File: config.mk
export PLATFORM = sky130hd
export DESIGN_NAME = uart_rx_timeout
export DESIGN_NICKNAME = d
export VERILOG_FILES = /design/src/rtl/uart_pkg.sv /design/src/rtl/uart_bit_tick.sv /design/src/rtl/uart_rx_timeout.sv
export SDC_FILE = /design/constraint.sdc
export NUM_CORES = 1
export LEC_CHECK = 0
export CAP_MARGIN = 0
export CORE_MARGIN = 2
export CORE_UTILIZATION = 35
export DETAILED_ROUTE_END_ITERATION = 10
export DONT_BUFFER_PORTS = 1
export GPL_TIMING_DRIVEN = 0
export PLACE_DENSITY = 0.55
export SLEW_MARGIN = 20
export SYNTH_ARGS = -nofsm -noshare
export SYNTH_HDL_FRONTEND = slang
export SYNTH_SLANG_ARGS = --single-unit
File: constraint.sdc
create_clock -name clk_i -period 5.4 [get_ports clk_i]
set_input_delay 1.08 -clock clk_i [delete_from_list [all_inputs] [get_ports clk_i]]
set_output_delay 1.08 -clock clk_i [all_outputs]
set_load 0.02 [all_outputs]
File: src/rtl/uart_pkg.sv
// Shared types and constants for the UART receive-path blocks.
package uart_pkg;

  // Default port widths for the receive-idle timeout detector.
  localparam int UART_CNT_W = 16;
  localparam int UART_BT_W  = 8;

  // Smallest usable clocks-per-bit divisor; smaller programmed values are raised to this.
  localparam int MIN_BAUD = 2;

  // Receive-idle timeout FSM states.
  typedef enum logic [1:0] {
    IDLE,
    COUNT,
    FIRE,
    WAIT
  } rx_to_state_e;

endpackage

File: src/rtl/uart_bit_tick.sv
// Bit-period divider for the RX idle timeout: clamps the programmed divisor
// and produces one tick per bit period while not held in clear.
module uart_bit_tick
  import uart_pkg::*;
#(
  parameter int CNT_W = UART_CNT_W
) (
  input  logic             clk,
  input  logic             rst,
  input  logic             clr,
  input  logic [CNT_W-1:0] baud_raw,
  input  logic [CNT_W-1:0] baud_lat,
  output logic [CNT_W-1:0] baud_clamped,
  output logic             tick
);

  logic [CNT_W-1:0] clk_cnt;

  // Divisors 0 and 1 cannot form a bit period, so they run as MIN_BAUD.
  assign baud_clamped = (baud_raw < CNT_W'(MIN_BAUD)) ? CNT_W'(MIN_BAUD) : baud_raw;

  // baud_lat is always >= MIN_BAUD, so a held-cleared counter never ticks.
  assign tick = (clk_cnt == baud_lat - CNT_W'(1));

  // Clock counter: counts 0..baud_lat-1 and wraps on tick; clear dominates.
  always_ff @(posedge clk) begin
    // NOTE: registers use non-blocking assignments so every flop samples pre-edge values.
    if (rst || clr) begin
      clk_cnt <= '0;
    end else if (tick) begin
      clk_cnt <= '0;
    end else begin
      clk_cnt <= clk_cnt + CNT_W'(1);
    end
  end

endmodule

File: src/rtl/uart_rx_timeout.sv
// Receive-idle (character) timeout detector. After each received byte it
// measures idle time in whole bit periods and pulses timeout_o once when the
// programmed number of bit-times passes with data still in the RX FIFO.
// Optional feature macro: UART_RX_TIMEOUT_STICKY_EN adds clr_i and a sticky
// timeout_sts_o status bit.
module uart_rx_timeout
  import uart_pkg::*;
#(
  parameter int CNT_W = UART_CNT_W,
  parameter int BT_W  = UART_BT_W
) (
  input  logic             clk_i,
  input  logic             rst_i,
  input  logic             en_i,
  input  logic [CNT_W-1:0] baud_i,
  input  logic [BT_W-1:0]  thresh_i,
  input  logic             rx_done_i,
  input  logic             rx_start_i,
  input  logic             fifo_empty_i,
`ifdef UART_RX_TIMEOUT_STICKY_EN
  input  logic             clr_i,
  output logic             timeout_sts_o,
`endif
  output logic             timeout_o
);

  rx_to_state_e     state;
  logic [CNT_W-1:0] baud_q;
  logic [CNT_W-1:0] baud_clamped;
  logic [BT_W-1:0]  thresh_q;
  logic [BT_W-1:0]  bit_cnt;
  logic             tick;
  logic             start_ok;
  logic             terminal;
  logic             counting;

  // A byte arrival (re)starts a measurement only when enabled and a threshold is set;
  // with thresh_i = 0 the byte sends the detector to IDLE instead.
  assign start_ok = en_i && rx_done_i && (thresh_i != '0);

  // Last cycle of the last bit period of the idle window.
  assign terminal = tick && (bit_cnt == thresh_q - BT_W'(1));

  // True only when COUNT continues into COUNT without a restart; otherwise
  // both counters are held at zero, so every entry into COUNT starts clean.
  assign counting = (state == COUNT) && en_i && !rx_done_i && !rx_start_i &&
                    !fifo_empty_i && !terminal;

  uart_bit_tick #(
    .CNT_W (CNT_W)
  ) u_tick (
    .clk          (clk_i),
    .rst          (rst_i),
    .clr          (!counting),
    .baud_raw     (baud_i),
    .baud_lat     (baud_q),
    .baud_clamped (baud_clamped),
    .tick         (tick)
  );

  // Bit-time counter: advances once per bit period while counting.
  always_ff @(posedge clk_i) begin
    if (rst_i || !counting) begin
      bit_cnt <= '0;
    end else if (tick) begin
      bit_cnt <= bit_cnt + BT_W'(1);
    end
  end

  // Timeout FSM with registered pulse output and parameter latching on byte arrival.
  always_ff @(posedge clk_i) begin
    if (rst_i) begin
      state     <= IDLE;
      timeout_o <= 1'b0;
      baud_q    <= CNT_W'(MIN_BAUD);
      thresh_q  <= '0;
    end else begin
      timeout_o <= 1'b0;
      // Every start_ok leads into COUNT, so the parameters are captured here once.
      if (start_ok) begin
        baud_q   <= baud_clamped;
        thresh_q <= thresh_i;
      end
      case (state)
        IDLE: begin
          if (start_ok) state <= COUNT;
        end
        COUNT: begin
          if (!en_i) begin
            state <= IDLE;
          end else if (rx_done_i) begin
            state <= start_ok ? COUNT : IDLE;
          end else if (rx_start_i || fifo_empty_i) begin
            state <= IDLE;
          end else if (terminal) begin
            state     <= FIRE;
            timeout_o <= 1'b1;
          end
        end
        FIRE: begin
          if (start_ok) begin
            state <= COUNT;
          end else if (!en_i || rx_done_i) begin
            state <= IDLE;
          end else begin
            state <= WAIT;
          end
        end
        WAIT: begin
          if (!en_i) begin
            state <= IDLE;
          end else if (rx_done_i) begin
            state <= start_ok ? COUNT : IDLE;
          end else if (fifo_empty_i) begin
            state <= IDLE;
          end
        end
        default: state <= IDLE;
      endcase
    end
  end

`ifdef UART_RX_TIMEOUT_STICKY_EN
  // Sticky status: set by the FIRE-cycle pulse, which outranks a same-cycle clear.
  always_ff @(posedge clk_i) begin
    if (rst_i) begin
      timeout_sts_o <= 1'b0;
    end else if (timeout_o) begin
      timeout_sts_o <= 1'b1;
    end else if (clr_i) begin
      timeout_sts_o <= 1'b0;
    end
  end
`endif

endmodule
======== Word level (Yosys, flattened, before mapping) ========
Cells that the tools add are included.
storage, ports and cells
  register bits ........................... 51
  bits of input ports ..................... 30
  output and inout bits ................... 1
  word-level logic and storage cells ...... 57
cells by class
  $add $sub $neg .......................... 4
  magnitude comparators ................... 1
  equal/unequal tests ..................... 8
  mux-type cells .......................... 14
  bitwise logic cells ..................... 2
  reduce and logical (&&, ||, !) cells .... 22
operators by type and width
  kind                   number
  $mux 2                 10
  $add 16x1->16 const B  1
  $eq 16x16->1           1
  $lt 16x2->1 const B    1
  $mux 16                1
  $sub 16x1->16 const B  1
  $add 8x1->8 const B    1
  $eq 8x8->1             1
  $logic_and 1x1->1      8
  $pmux 2 s4             1
  $reduce_bool 8->1      1
  $sub 8x1->8 const B    1
  $logic_not 1->1        6
  $ne 5x4->1 const B     1
  $reduce_or 5->1        1
  $eq 2x2->1 const B     2
  $ne 4x4->1 const B     1
  $logic_or 1x1->1       3
  $reduce_and 3->1       1
  $eq 2x1->1 const B     1
  $logic_not 2->1        1
  $mux 1                 2
  $ne 2x2->1 const B     1
  $not 1->1              2
  $reduce_or 2->1        1

======== Longest topological paths before layout ========
  depth in word-level cells ............... 9
  mapped depth ............................ 10
  depth with buffers taken out ............ 9

======== Hierarchy ========
Synthesis repeated with hierarchy kept, for this count alone.
second synthesis, totals
  cells, all modules ...................... 354
  area, all modules ....................... 3047.9 sq um
modules (own cells, without submodules)
  module           times used  cells an instance  area each (sq um)  seq. area each (sq um)
  uart_rx_timeout  1           175                1640.3             700.7
  uart_bit_tick    1           179                1407.6             320.3

======== Worst setup path before layout ========
No wires, ideal clock.
  kind .................................... register to register
  start point ............................. register baud_q[0]
  end point ............................... register state[0]
  setup time .............................. 0.130 ns
  data arrival time ....................... 2.463 ns
  data required time ...................... 5.270 ns
  slack ................................... 2.807 ns
  cell stages (with the launch flop) ...... 11
  path buffers ............................ 1
  clock period less this slack ............ 2.593 ns
  cell sequence ........................... dfxtp_1 -> inv_1 -> ha_1 -> nor4b_4 -> nand2_1 -> a211o_1 -> a311oi_1 -> o2111ai_2 -> buf_6 -> o31ai_4 -> o21ai_2
on the way
  longest elaborated chain between the ends .. 5
ends and longest elaborated chain
  what                        RTL line                source
  start, declared             uart_rx_timeout.sv:28   logic [CNT_W-1:0] baud_q;
  start signal, assigned      uart_rx_timeout.sv:75   baud_q <= CNT_W'(MIN_BAUD);
  start signal, assigned      uart_rx_timeout.sv:81   baud_q <= baud_clamped;
  $sub 16x1->16               uart_bit_tick.sv:23     assign tick = (clk_cnt == baud_lat - CNT_W'(1));
  $eq 16x16->1                uart_bit_tick.sv:23
  $logic_and 1x1->1           uart_rx_timeout.sv:42   assign terminal = tick && (bit_cnt == thresh_q - BT_W'(1));
  $ne 5x4->1 (no line)        -
  $reduce_and 3->1 (no line)  -
  end signal, assigned        uart_rx_timeout.sv:92   state <= start_ok ? COUNT : IDLE;
  end signal, assigned        uart_rx_timeout.sv:113  state <= start_ok ? COUNT : IDLE;
  end, declared               uart_rx_timeout.sv:27   rx_to_state_e state;
Every way passes these cells.
A chain may end at the register's enable or synchronous reset.

======== Worst setup path after layout ========
  start point ............................. register baud_q[0]
  end point ............................... register bit_cnt[5]
on the way
  longest elaborated chain between the ends .. 7
ends and longest elaborated chain
  what                  RTL line               source
  $sub 16x1->16 (*)     uart_bit_tick.sv:23
  $eq 16x16->1 (*)      uart_bit_tick.sv:23
  $logic_and 1x1->1     uart_rx_timeout.sv:42
  $logic_not 1->1       uart_rx_timeout.sv:47  !fifo_empty_i && !terminal;
  $logic_and 1x1->1     uart_rx_timeout.sv:47
  $logic_not 1->1       uart_rx_timeout.sv:63  if (rst_i || !counting) begin
  $logic_or 1x1->1      uart_rx_timeout.sv:63
  end signal, assigned  uart_rx_timeout.sv:66  bit_cnt <= bit_cnt + BT_W'(1);
  end, declared         uart_rx_timeout.sv:31  logic [BT_W-1:0] bit_cnt;
Mark *: on every way between the ends. The rest lies on a longest branch, timed or not.

==> flow_summary_export.csv <==
group,metric,value,unit
status,outcome,"finished clean",
synth,synth-seq-cells,51,
pwr,p_leak,1.00,nW
route,dr_wl_met2,3.43,mm
sta,setup_viol,0,
route,drt_iter0_markers,75,
placement,gp_congestion,0.825,
synth,async_flop_share,0,
pwr,p_seq_frac,0.516,
synth,yosysSeqAreaShare,0.351,
placement,dp_hpwl,5.33,mm
floorplanning,dieArea,0.00907,mm2
cts,path_clk_slew,0.10,ns
cts,cts_resized,0,
synth,synthTopCellsByArea,"dfxtp_1, xnor2_1, nand2_1",
route,postRouteAntennaNets,0,
critical_path,crit_type,"reg2reg",
sta,maxSlewHeadroom,0.473,
critical_path,crit_path_max_fanout,10,
floorplanning,die_w,95.2,um
pwr,p_sw_frac,0.267,
critical_path,r2r-end,"bit_cnt[5]",
hold_path,hold_start,"baud_q[15]",
job,maxCapViolCount,0,
critical_path,rrSetupSlack,2.19,ns
cts,htreeDepth,2,
synth,syn-cell-area,0.00291,mm2
route,routed-wl-met3,158,um
hold_path,worstHoldPathCells,2,
floorplanning,start_util,0.358,
synth,synth.top_cell.area_share,0.351,
sta,drv_slew,0,
hold_path,hp-class,"reg2reg",
cells_and_area,final_cells,475,
global_route,grt_util_all_layers,0.164,
placement,portBuffers,0,
global_route,grt_max_degree,17,
route,avgRoutedWirePerCell,14.5,um
synth,synth_edf_count,0,
route,drt_pass1_iterations,4,
cts,clock_sinks,51,
cts,root_buffer,"clkbuf_8",
sta,min_period,3.21,ns
route,wl_met1,3.03,mm
floorplanning,fp.dieH,95.2,um
cts,cts_buffers,5,
global_route,grt_overflow,0,
synth,synth.yosys.warnings,0,
critical_path,r2r-start,"baud_q[0]",
critical_path,cp-start-kind,"register",
pwr,p_per_area,243,mW/mm2
cts,post_cts_buffers,0,
route,route.vias.total,2526,
cells_and_area,drive_gt1_frac,0.0703,
placement,placed_cell_area,0.00304,mm2
pwr,pwr-share-comb,0.125,
global_route,grt_pass1_vias,2453,
sta,worst_pin_slew,0.784,ns
cts,clk_latency,0.32,ns
global_route,grt_pass1_wl,11.6,mm
sta,finalHoldViolations,0,
floorplanning,fp-row-count,33,
global_route,antenna_found_initial,0,
critical_path,worstPathRequired,5.58,ns
route,topRoutingLayerUsed,"met4",
sta,skew,0.0121,ns
cts,cts_max_path_buffers,2,
cts,cts_tree,"built",
pwr,ir_drop,0.114,mV
sta,rsz0062_at_grt,"false",
placement,place_inst,467,
synth,syn_avg_cell_area,8.05,um2
cells_and_area,antenna_cells,0,
sta,fin_crit_sh,0.595,
sta,fmax,0.311,GHz
synth,ys_types,53,
cts,cts_hold_buf,0,
route,drc_errors,0,
critical_path,cp_data_arrival_time,3.39,ns
pwr,power.switching,0.205,mW
cells_and_area,fin_util,0.388,
sta,tns,0,ns
cells_and_area,seq_area,0.00102,mm2
synth,synth_nets,396,
cells_and_area,areaGrowthSynthToFinish,8.38,%
synth,syn_inst,362,
pwr,p_clk_frac,0.359,
critical_path,r2r_cells,10,
cells_and_area,multi_input_area,0.00178,mm2
hold_path,min_to,"baud_q[15]",
route,avgViaCountPerCell,5.32,
synth,yosysTopAreaCell,"dfxtp_1",
pwr,internal_power,0.562,mW
cells_and_area,fin_nets,403,
floorplanning,ios,31,
floorplanning,placeableCoreArea,0.00813,mm2
synth,synth_flop_cell,"dfxtp_1",
route,drt-total-wl,6.87,mm
cells_and_area,fillers,853,
critical_path,endpoint_kind,"register",
cells_and_area,fin_area,0.00316,mm2
synthesized netlist by cell type (4+ instances only):
| library cell | count |
|---|---|
| nand2_1 | 57 |
| dfxtp_1 | 51 |
| nor2_1 | 35 |
| a21oi_1 | 32 |
| xnor2_1 | 25 |
| nand3_1 | 21 |
| xor2_1 | 16 |
| o21ai_0 | 10 |
| clkbuf_1 | 9 |
| inv_1 | 8 |
| o31ai_1 | 8 |
| nor4_1 | 7 |
| and3_1 | 6 |
| or4_1 | 6 |
| and2_1 | 5 |
| nand4_1 | 5 |
| or3_1 | 5 |
| a31oi_1 | 4 |
| ha_1 | 4 |
| nor3_1 | 4 |
worst max path at each step:
stage,from,to,cells after the start,slack [ns]
global route,baud_q[0],bit_cnt[6],10,1.89
finish,baud_q[0],bit_cnt[5],10,2.19
floorplan,baud_q[0],state[0],10,2.81
CTS,baud_q[0],bit_cnt[5],10,2.18
global placement,baud_q[0],state[0],10,2.21
detailed placement,baud_q[0],state[0],10,2.20
stage by stage:
| step | hold slack (ns) | power [mW] | setup WS (ns) |
|---|---|---|---|
| floorplan | 0.448 | 0.480 | 2.81 |
| global placement | 0.460 | 0.499 | 2.21 |
| detailed placement | 0.467 | 0.501 | 2.20 |
| CTS | 0.488 | 0.777 | 2.18 |
| global route | 0.522 | 0.803 | 1.89 |
| finish | 0.482 | 0.767 | 2.19 |
cells by family (layout without fill, tap and decap cells):
| kind of cell | Yosys count | after routing | share of synthesized area |
|---|---|---|---|
| xor+xnor | 41 | 41 | 0.123 |
| fa+ha+maj | 4 | 4 | 0.0172 |
| simple gates | 167 | 167 | 0.292 |
| buf+inv | 23 | 31 | 0.0391 |
| flops | 51 | 51 | 0.351 |
| compound gates | 76 | 76 | 0.178 |
final cells by class:
type                       count  share of cell area
clock buffer                   5              0.0218
tap                          105              0.0416
clock inverter                 3              0.0139
sequential                    51               0.323
inverter                       8             0.00951
multi-input combinational    288               0.563
buffer                        15              0.0266
sequential cells by signal, indices dropped and copies added, names as in the netlist:
signal / cells
baud_q: 16
bit_cnt: 8
state: 2
thresh_q: 8
timeout_o: 1
u_tick.clk_cnt: 16
per-layer routing:
metal | global-route usage | vias to the layer above
li1 | - | 1305
met3 | 0.0245 | 12
met1 | 0.196 | 1180
met5 | 0 | -
met2 | 0.286 | 29
met4 | 0.0785 | 0
critical path: stages, from the launching register on:
cell       delay, ns
dfxtp_1         0.37
inv_1           0.07
ha_1            0.28
nor4b_4         0.35
nand2_1         0.15
a211o_1         0.28
a311oi_1        0.36
o2111ai_2       0.39
buf_6           0.27
o31ai_4         0.47
a21oi_1         0.09
power by group through the flow:
| stage | clock network (mW) | logic [mW] | registers, mW |
|---|---|---|---|
| final | 0.276 | 0.0957 | 0.396 |
| after global routing | 0.298 | 0.107 | 0.398 |
| after CTS | 0.285 | 0.0967 | 0.396 |
| after detailed placement | 0 | 0.0959 | 0.405 |
| after global placement | 0 | 0.0947 | 0.405 |
| after floorplan | 0 | 0.0778 | 0.402 |
layout by cell type, fill, tap and decap left out, drive strengths merged, types with 4 or more instances in the layout:
cell type / n
or4: 6
and3: 6
nand3: 21
and2: 5
o21ai: 12
buf: 5
o31ai: 9
or3: 5
xnor2: 25
inv: 8
a31oi: 4
clkbuf: 15
a21oi: 32
nand4: 5
ha: 4
nor3: 6
xor2: 16
nor2: 35
nor4: 8
and4: 4
nand2: 57
dfxtp: 51
Power figures use the tool's default switching activity.
